--- config.mk ---
export PLATFORM = sky130hd
export DESIGN_NAME = branch_unit
export DESIGN_NICKNAME = d
export VERILOG_FILES = /design/src/rtl/branch_unit.sv
export SDC_FILE = /design/constraint.sdc
export NUM_CORES = 1
export LEC_CHECK = 0
export CAP_MARGIN = 20
export CORE_MARGIN = 5
export CORE_UTILIZATION = 30
export CTS_CLUSTER_SIZE = 12
export DETAILED_ROUTE_END_ITERATION = 8
export PLACE_DENSITY = 0.55
export SLEW_MARGIN = 20
export SYNTH_ARGS = -nofsm -noshare
export SYNTH_HDL_FRONTEND = slang
export SYNTH_SLANG_ARGS = --single-unit
--- constraint.sdc ---
create_clock -name clk -period 12.2 [get_ports clk]
set_input_delay 2.44 -clock clk [delete_from_list [all_inputs] [get_ports clk]]
set_output_delay 2.44 -clock clk [all_outputs]
set_load 0.02 [all_outputs]
--- src/rtl/branch_unit.sv ---
// Branch resolve stage: computes targets at issue, resolves one cycle later using
// the external comparator, and raises redirect/trap pulses plus branch statistics.
module branch_unit #(
    parameter int unsigned COUNT_WIDTH = 32
) (
    input  logic                   clk,
    input  logic                   reset,
    input  logic                   in_valid,
    output logic                   in_ready,
    input  logic [31:0]            in_pc,
    input  logic [31:0]            in_imm,
    input  logic [31:0]            in_rs1,
    input  logic [31:0]            in_rs2,
    input  logic [1:0]             in_kind,
    input  logic [2:0]             in_funct3,
    output logic [31:0]            cmp_input_a,
    output logic [31:0]            cmp_input_b,
    output logic [2:0]             cmp_function_select,
    input  logic                   cmp_result,
    input  logic                   stall,
    input  logic                   flush,
    output logic                   out_valid,
    output logic [31:0]            out_link,
    output logic                   redirect_valid,
    output logic [31:0]            redirect_pc,
    output logic                   trap_valid,
    output logic [31:0]            trap_value,
    output logic [COUNT_WIDTH-1:0] count_resolved,
    output logic [COUNT_WIDTH-1:0] count_taken
);

    localparam logic [1:0] ST_EMPTY = 2'd0;
    localparam logic [1:0] ST_FRESH = 2'd1;
    localparam logic [1:0] ST_HELD  = 2'd2;

    localparam logic [1:0] KIND_NONE = 2'b00;
    localparam logic [1:0] KIND_BR   = 2'b01;
    localparam logic [1:0] KIND_JAL  = 2'b10;
    localparam logic [1:0] KIND_JALR = 2'b11;

    logic [1:0]             state_q, state_d;
    logic [1:0]             kind_q, kind_d;
    logic [31:0]            target_q, target_d;
    logic [31:0]            link_q, link_d;
    logic                   taken_q, taken_d;
    logic [COUNT_WIDTH-1:0] cnt_res_q, cnt_res_d;
    logic [COUNT_WIDTH-1:0] cnt_tkn_q, cnt_tkn_d;

    logic        rs_valid;
    logic        accept;
    logic        resolve;
    logic        taken;
    logic        redirect_fire;
    logic        trap_fire;
    logic [31:0] jalr_sum;
    logic [31:0] accept_target;

    assign cmp_input_a         = in_rs1;
    assign cmp_input_b         = in_rs2;
    assign cmp_function_select = in_funct3;

    always_comb begin
        rs_valid = (state_q != ST_EMPTY);
        in_ready = !(rs_valid && stall);
        accept   = in_valid && in_ready && !flush;
        resolve  = rs_valid && !stall && !flush;

        // The comparator answer is only live in the first cycle after load.
        case (kind_q)
            KIND_BR:   taken = (state_q == ST_FRESH) ? cmp_result : taken_q;
            KIND_JAL,
            KIND_JALR: taken = 1'b1;
            default:   taken = 1'b0;
        endcase

        redirect_fire = resolve && taken && !target_q[1];
        trap_fire     = resolve && taken && target_q[1];

        jalr_sum      = in_rs1 + in_imm;
        accept_target = (in_kind == KIND_JALR) ? {jalr_sum[31:1], 1'b0} : (in_pc + in_imm);
    end

    always_comb begin
        state_d   = state_q;
        kind_d    = kind_q;
        target_d  = target_q;
        link_d    = link_q;
        taken_d   = (state_q == ST_FRESH) ? cmp_result : taken_q;
        cnt_res_d = cnt_res_q;
        cnt_tkn_d = cnt_tkn_q;

        if (resolve && (kind_q == KIND_BR)) begin
            cnt_res_d = cnt_res_q + COUNT_WIDTH'(1);
            if (taken) begin
                cnt_tkn_d = cnt_tkn_q + COUNT_WIDTH'(1);
            end
        end

        // A request arriving alongside a redirect/trap is on the wrong path and is dropped.
        if (flush) begin
            state_d = ST_EMPTY;
        end else if (accept && !(redirect_fire || trap_fire)) begin
            state_d  = ST_FRESH;
            kind_d   = in_kind;
            target_d = accept_target;
            link_d   = in_pc + 32'd4;
        end else if (accept || resolve) begin
            state_d = ST_EMPTY;
        end else if ((state_q == ST_FRESH) && stall) begin
            state_d = ST_HELD;
        end
    end

    always_ff @(posedge clk or posedge reset) begin
        if (reset) begin
            state_q   <= ST_EMPTY;
            kind_q    <= KIND_NONE;
            target_q  <= '0;
            link_q    <= '0;
            taken_q   <= 1'b0;
            cnt_res_q <= '0;
            cnt_tkn_q <= '0;
        end else begin
            state_q   <= state_d;
            kind_q    <= kind_d;
            target_q  <= target_d;
            link_q    <= link_d;
            taken_q   <= taken_d;
            cnt_res_q <= cnt_res_d;
            cnt_tkn_q <= cnt_tkn_d;
        end
    end

    assign out_valid      = resolve;
    assign out_link       = resolve ? link_q : '0;
    assign redirect_valid = redirect_fire;
    assign redirect_pc    = redirect_fire ? target_q : '0;
    assign trap_valid     = trap_fire;
    assign trap_value     = trap_fire ? target_q : '0;
    assign count_resolved = cnt_res_q;
    assign count_taken    = cnt_tkn_q;

endmodule

* Word level (Yosys, flattened, before mapping)
Cells that the tools add are included.
Word-level totals: bits in registers 133, output and inout bits 231, logic and storage cells 51
Operators by class: add/subtract/negate cells 5, equal/unequal tests 5, muxes and demuxes 10, bitwise operators 1, reductions and logical operators 23
Operators with widths (number):
- $mux 32 | 4
- $add 32x1->32 const B | 2
- $add 32x32->32 | 2
- $add 32x3->32 const B | 1
- $logic_and 1x1->1 | 11
- $mux 2 | 4
- $eq 2x2->1 const B | 3
- $logic_not 1->1 | 5
- $eq 2x1->1 const B | 2
- $reduce_and 2->1 | 2
- $reduce_bool 4->1 | 1
- $logic_or 1x1->1 | 2
- $pmux 1 s2 | 1
- $reduce_bool 2->1 | 1
- $reduce_or 2->1 | 1
- $mux 1 | 1
- $not 1->1 | 1

* Logic depth before layout (Yosys ltp)
word-level depth 10, mapped depth 12

* Worst setup path after synthesis
Ideal clock, no wire load.
path kind input to output, from input port flush, to output port redirect_pc[22], arrival 3875 ps, setup slack 5885 ps, cell stages on the path 5, buffers on the path 1, path through nor3_1 > nand2_1 > nor2_1 > clkbuf_1 > and2_1
Between the ends: cells in the longest elaborated chain, start to end 5
RTL lines:
- from (decl) | line 21 | input logic flush,
- $logic_not 1->1 | line 66 | resolve = rs_valid && !stall && !flush;
- $logic_and 1x1->1 | line 66
- $logic_and 1x1->1 (2 in series) | line 76 | redirect_fire = resolve && taken && !target_q[1];
- via redirect_valid | line 24 | output logic redirect_valid,
- $mux 32 | line 137 | assign redirect_pc = redirect_fire ? target_q : '0;
- to (decl) | line 25 | output logic [31:0] redirect_pc,
The timed path passes the listed nets, and every way through them passes these cells.

* Final worst setup path
from input port flush, to output port trap_value[22]
Between the ends: cells in the longest elaborated chain, start to end 5
RTL lines:
- $logic_not 1->1 | line 66
- $logic_and 1x1->1 | line 66
- $logic_and 1x1->1 (2 in series) | line 77 | trap_fire = resolve && taken && target_q[1];
- $mux 32 | line 139 | assign trap_value = trap_fire ? target_q : '0;
- to (decl) | line 27 | output logic [31:0] trap_value,
Every way passes these cells.

==> qor.csv <==
metric,value,unit
wirelength,32.2,mm
synthesis.area,0.0102,mm^2
dieHeight,194,um
overflow,0,
start_kind,input port,
seq_area_frac_synth,32.6,%
cts.sinks,133,
worstSetupPathType,in2out,
hold_viol,0,
end_kind,primary output,
drv_slew,0,
fin_crit_sh,61.0,%
setup_viol,0,
fin_util,41.0,%
fin_cells,1882,
synth_fa_ha_area_share,8.24,%
synth_seq_cells,133,
yosys.area_share.simple,23.9,%
avgSynthCellArea,8.51,um^2
powerDensity,105,mW/mm^2
vias_per_cell,4.84,
grt_setup_unrepaired,no,
antenna_found_initial,3,
synth_fp_nets,1405,
synth.mux.area_fraction,0.527,%
dieArea,0.0378,mm^2
cts_setup_buffers,0,
grt_pass1_wl,50.5,mm
drv_cap,0,
synth_edf_count,0,
synthCells,1200,
die_x,194,um
vias,9117,
p_total,1.44,mW
port-buffer-count,298,
dp_cells,1848,
dpl_worst_slack,4.32,ns
yosys_warnings,0,
cts_made_buffers,17,
skew,0.00824,ns
synthXorXnorAreaFrac,12.0,%
synth_top_family_by_area,simple AND/OR/NAND/NOR gates,
dp_hpwl,25.8,mm
outcome,"finished, final reports clean",
cts_tree,yes,
num_rows,67,
cts_root_buffer,clkbuf_16,
wl_per_cell,17.1,um
relSlewSlack,37.2,%
path_clk_slew,0.05,ns
ir_drop,0.0000766,V
cp.arrival,5.00,ns
antenna_left,0,
p_leak,5.83,nW
synth_cell_types,63,
gr-usage-all-layers,16.5,%
cts_htree_levels,4,
mostFrequentLayoutCells,"clkdlybuf4s50_1, nand2_1, dfrtp_1, and2_1, xnor2_1",
cp_max_fo,36,
crit_required,9.76,ns
worst_pin_slew,0.942,ns
setup_tns,0,ns
cts_hold_buf,0,
period_minus_slack,7.44,ns
nets,1624,
clk_path_buf_depth,2,
multiInputGateArea,0.00617,mm^2
grt_pass1_vias,9175,
regArea,0.00333,mm^2
fmax,134,MHz
grt_max_degree,72,
gp_congestion,0.859,
fillers,3359,
holdCritPathClass,reg2reg,
ys.flop_type,dfrtp_1,
core_area,0.0335,mm^2
finalWorstSetupSlack,4.76,ns
initial_utilization,30.4,%
drt_iter0_drc,349,
postCtsResizedCells,0,
clock_latency,0.42,ns
async_reset_ff_share,100,%
syn_to_final_growth,34.9,%
layout-drive-gt1-share,4.40,%
synth_compound_area_share,15.6,%
layout_commonest_cell,clkdlybuf4s50_1,
ioPinCount,370,
drcViolationCount,0,
drt_first_pass_iters,5,
## metal layers
layer	up-vias	share of wire, %	GRT usage, %
met2	242	47	27.6
li1	4569	-	-
met4	0	1.5	3.96
met1	4276	47	22.2
met5	-	0	0
met3	30	4.4	3.13
## layout make-up
type                            count  share of cell area (%)
Tap cell                          448                    4.07
Multi-Input combinational cell    947                    44.8
Sequential cell                   133                    24.2
Inverter                           14                   0.418
Timing Repair Buffer              306                    22.1
Antenna cell                        2                  0.0364
Clock inverter                     11                   0.900
Clock buffer                       21                    3.49
## Yosys cell counts (20+ instances only)
cell type,count,area (um^2)
ha_1,64,801
a21o_1,31,233
o21ai_0,90,450
buf_4,68,510
xor2_1,49,429
a21oi_1,73,365
and3_1,20,125
xnor2_1,91,797
clkbuf_1,36,135
nand3_1,48,240
nand2_1,137,514
nand4_1,26,163
nor2_1,78,293
and2_1,106,663
dfrtp_1,133,3330
## where the power goes
| part | total, mW | switching [mW] | internal, mW |
|---|---|---|---|
| logic | 0.378 | 0.207 | 0.172 |
| clock network | 0.528 | 0.205 | 0.323 |
| registers | 0.533 | 0.0403 | 0.493 |
## worst paths after layout
path / slack [ns] / end / cells after the start / startpoint
worst min register to register: 0.47 / link_q[14]$_DFFE_PP0P_ / 2 / link_q[14]$_DFFE_PP0P_
min in group asynchronous: 2.48 / count_resolved[12]$_DFFE_PP0P_ / 2 / reset
worst max register to register: 9.30 / target_q[31]$_DFFE_PP0P_ / 10 / state_q[0]$_DFFE_PP0P_
worst max-delay path: 4.76 / trap_value[22] / 6 / flush
max in group asynchronous: 8.33 / target_q[11]$_DFFE_PP0P_ / 3 / reset
worst min-delay path: 0.47 / link_q[14]$_DFFE_PP0P_ / 2 / link_q[14]$_DFFE_PP0P_
## flip-flops by register name (all words and copies together), names as in the netlist
name,count
count_resolved,32
count_taken,32
kind_q,2
link_q,32
state_q,2
taken_q,1
target_q,32
## logic make-up after synthesis
family,after synthesis
other,1
flip-flops,133
AO/OA/AOI/OAI,265
multiplexers,5
buffers and inverters,120
adder cells (fa/ha/maj),66
AND/OR/NAND/NOR,470
XOR/XNOR,140
## through the flow
step	hold slack, ns	area (um^2)
after floorplan	0.437	10200
after global placement	0.452	13200
after detailed placement	0.455	13200
after CTS	0.470	13800
after global routing	0.490	13800
final	0.466	13800
## worst max-delay path, stage by stage
cell and delay, ns:
clkdlybuf4s50_1 0.53, nor3_2 0.22, buf_4 0.31, and3_2 0.65, and2_1 0.22, clkdlybuf4s50_1 0.61
No activity file was read; power rests on OpenSTA's default activity.
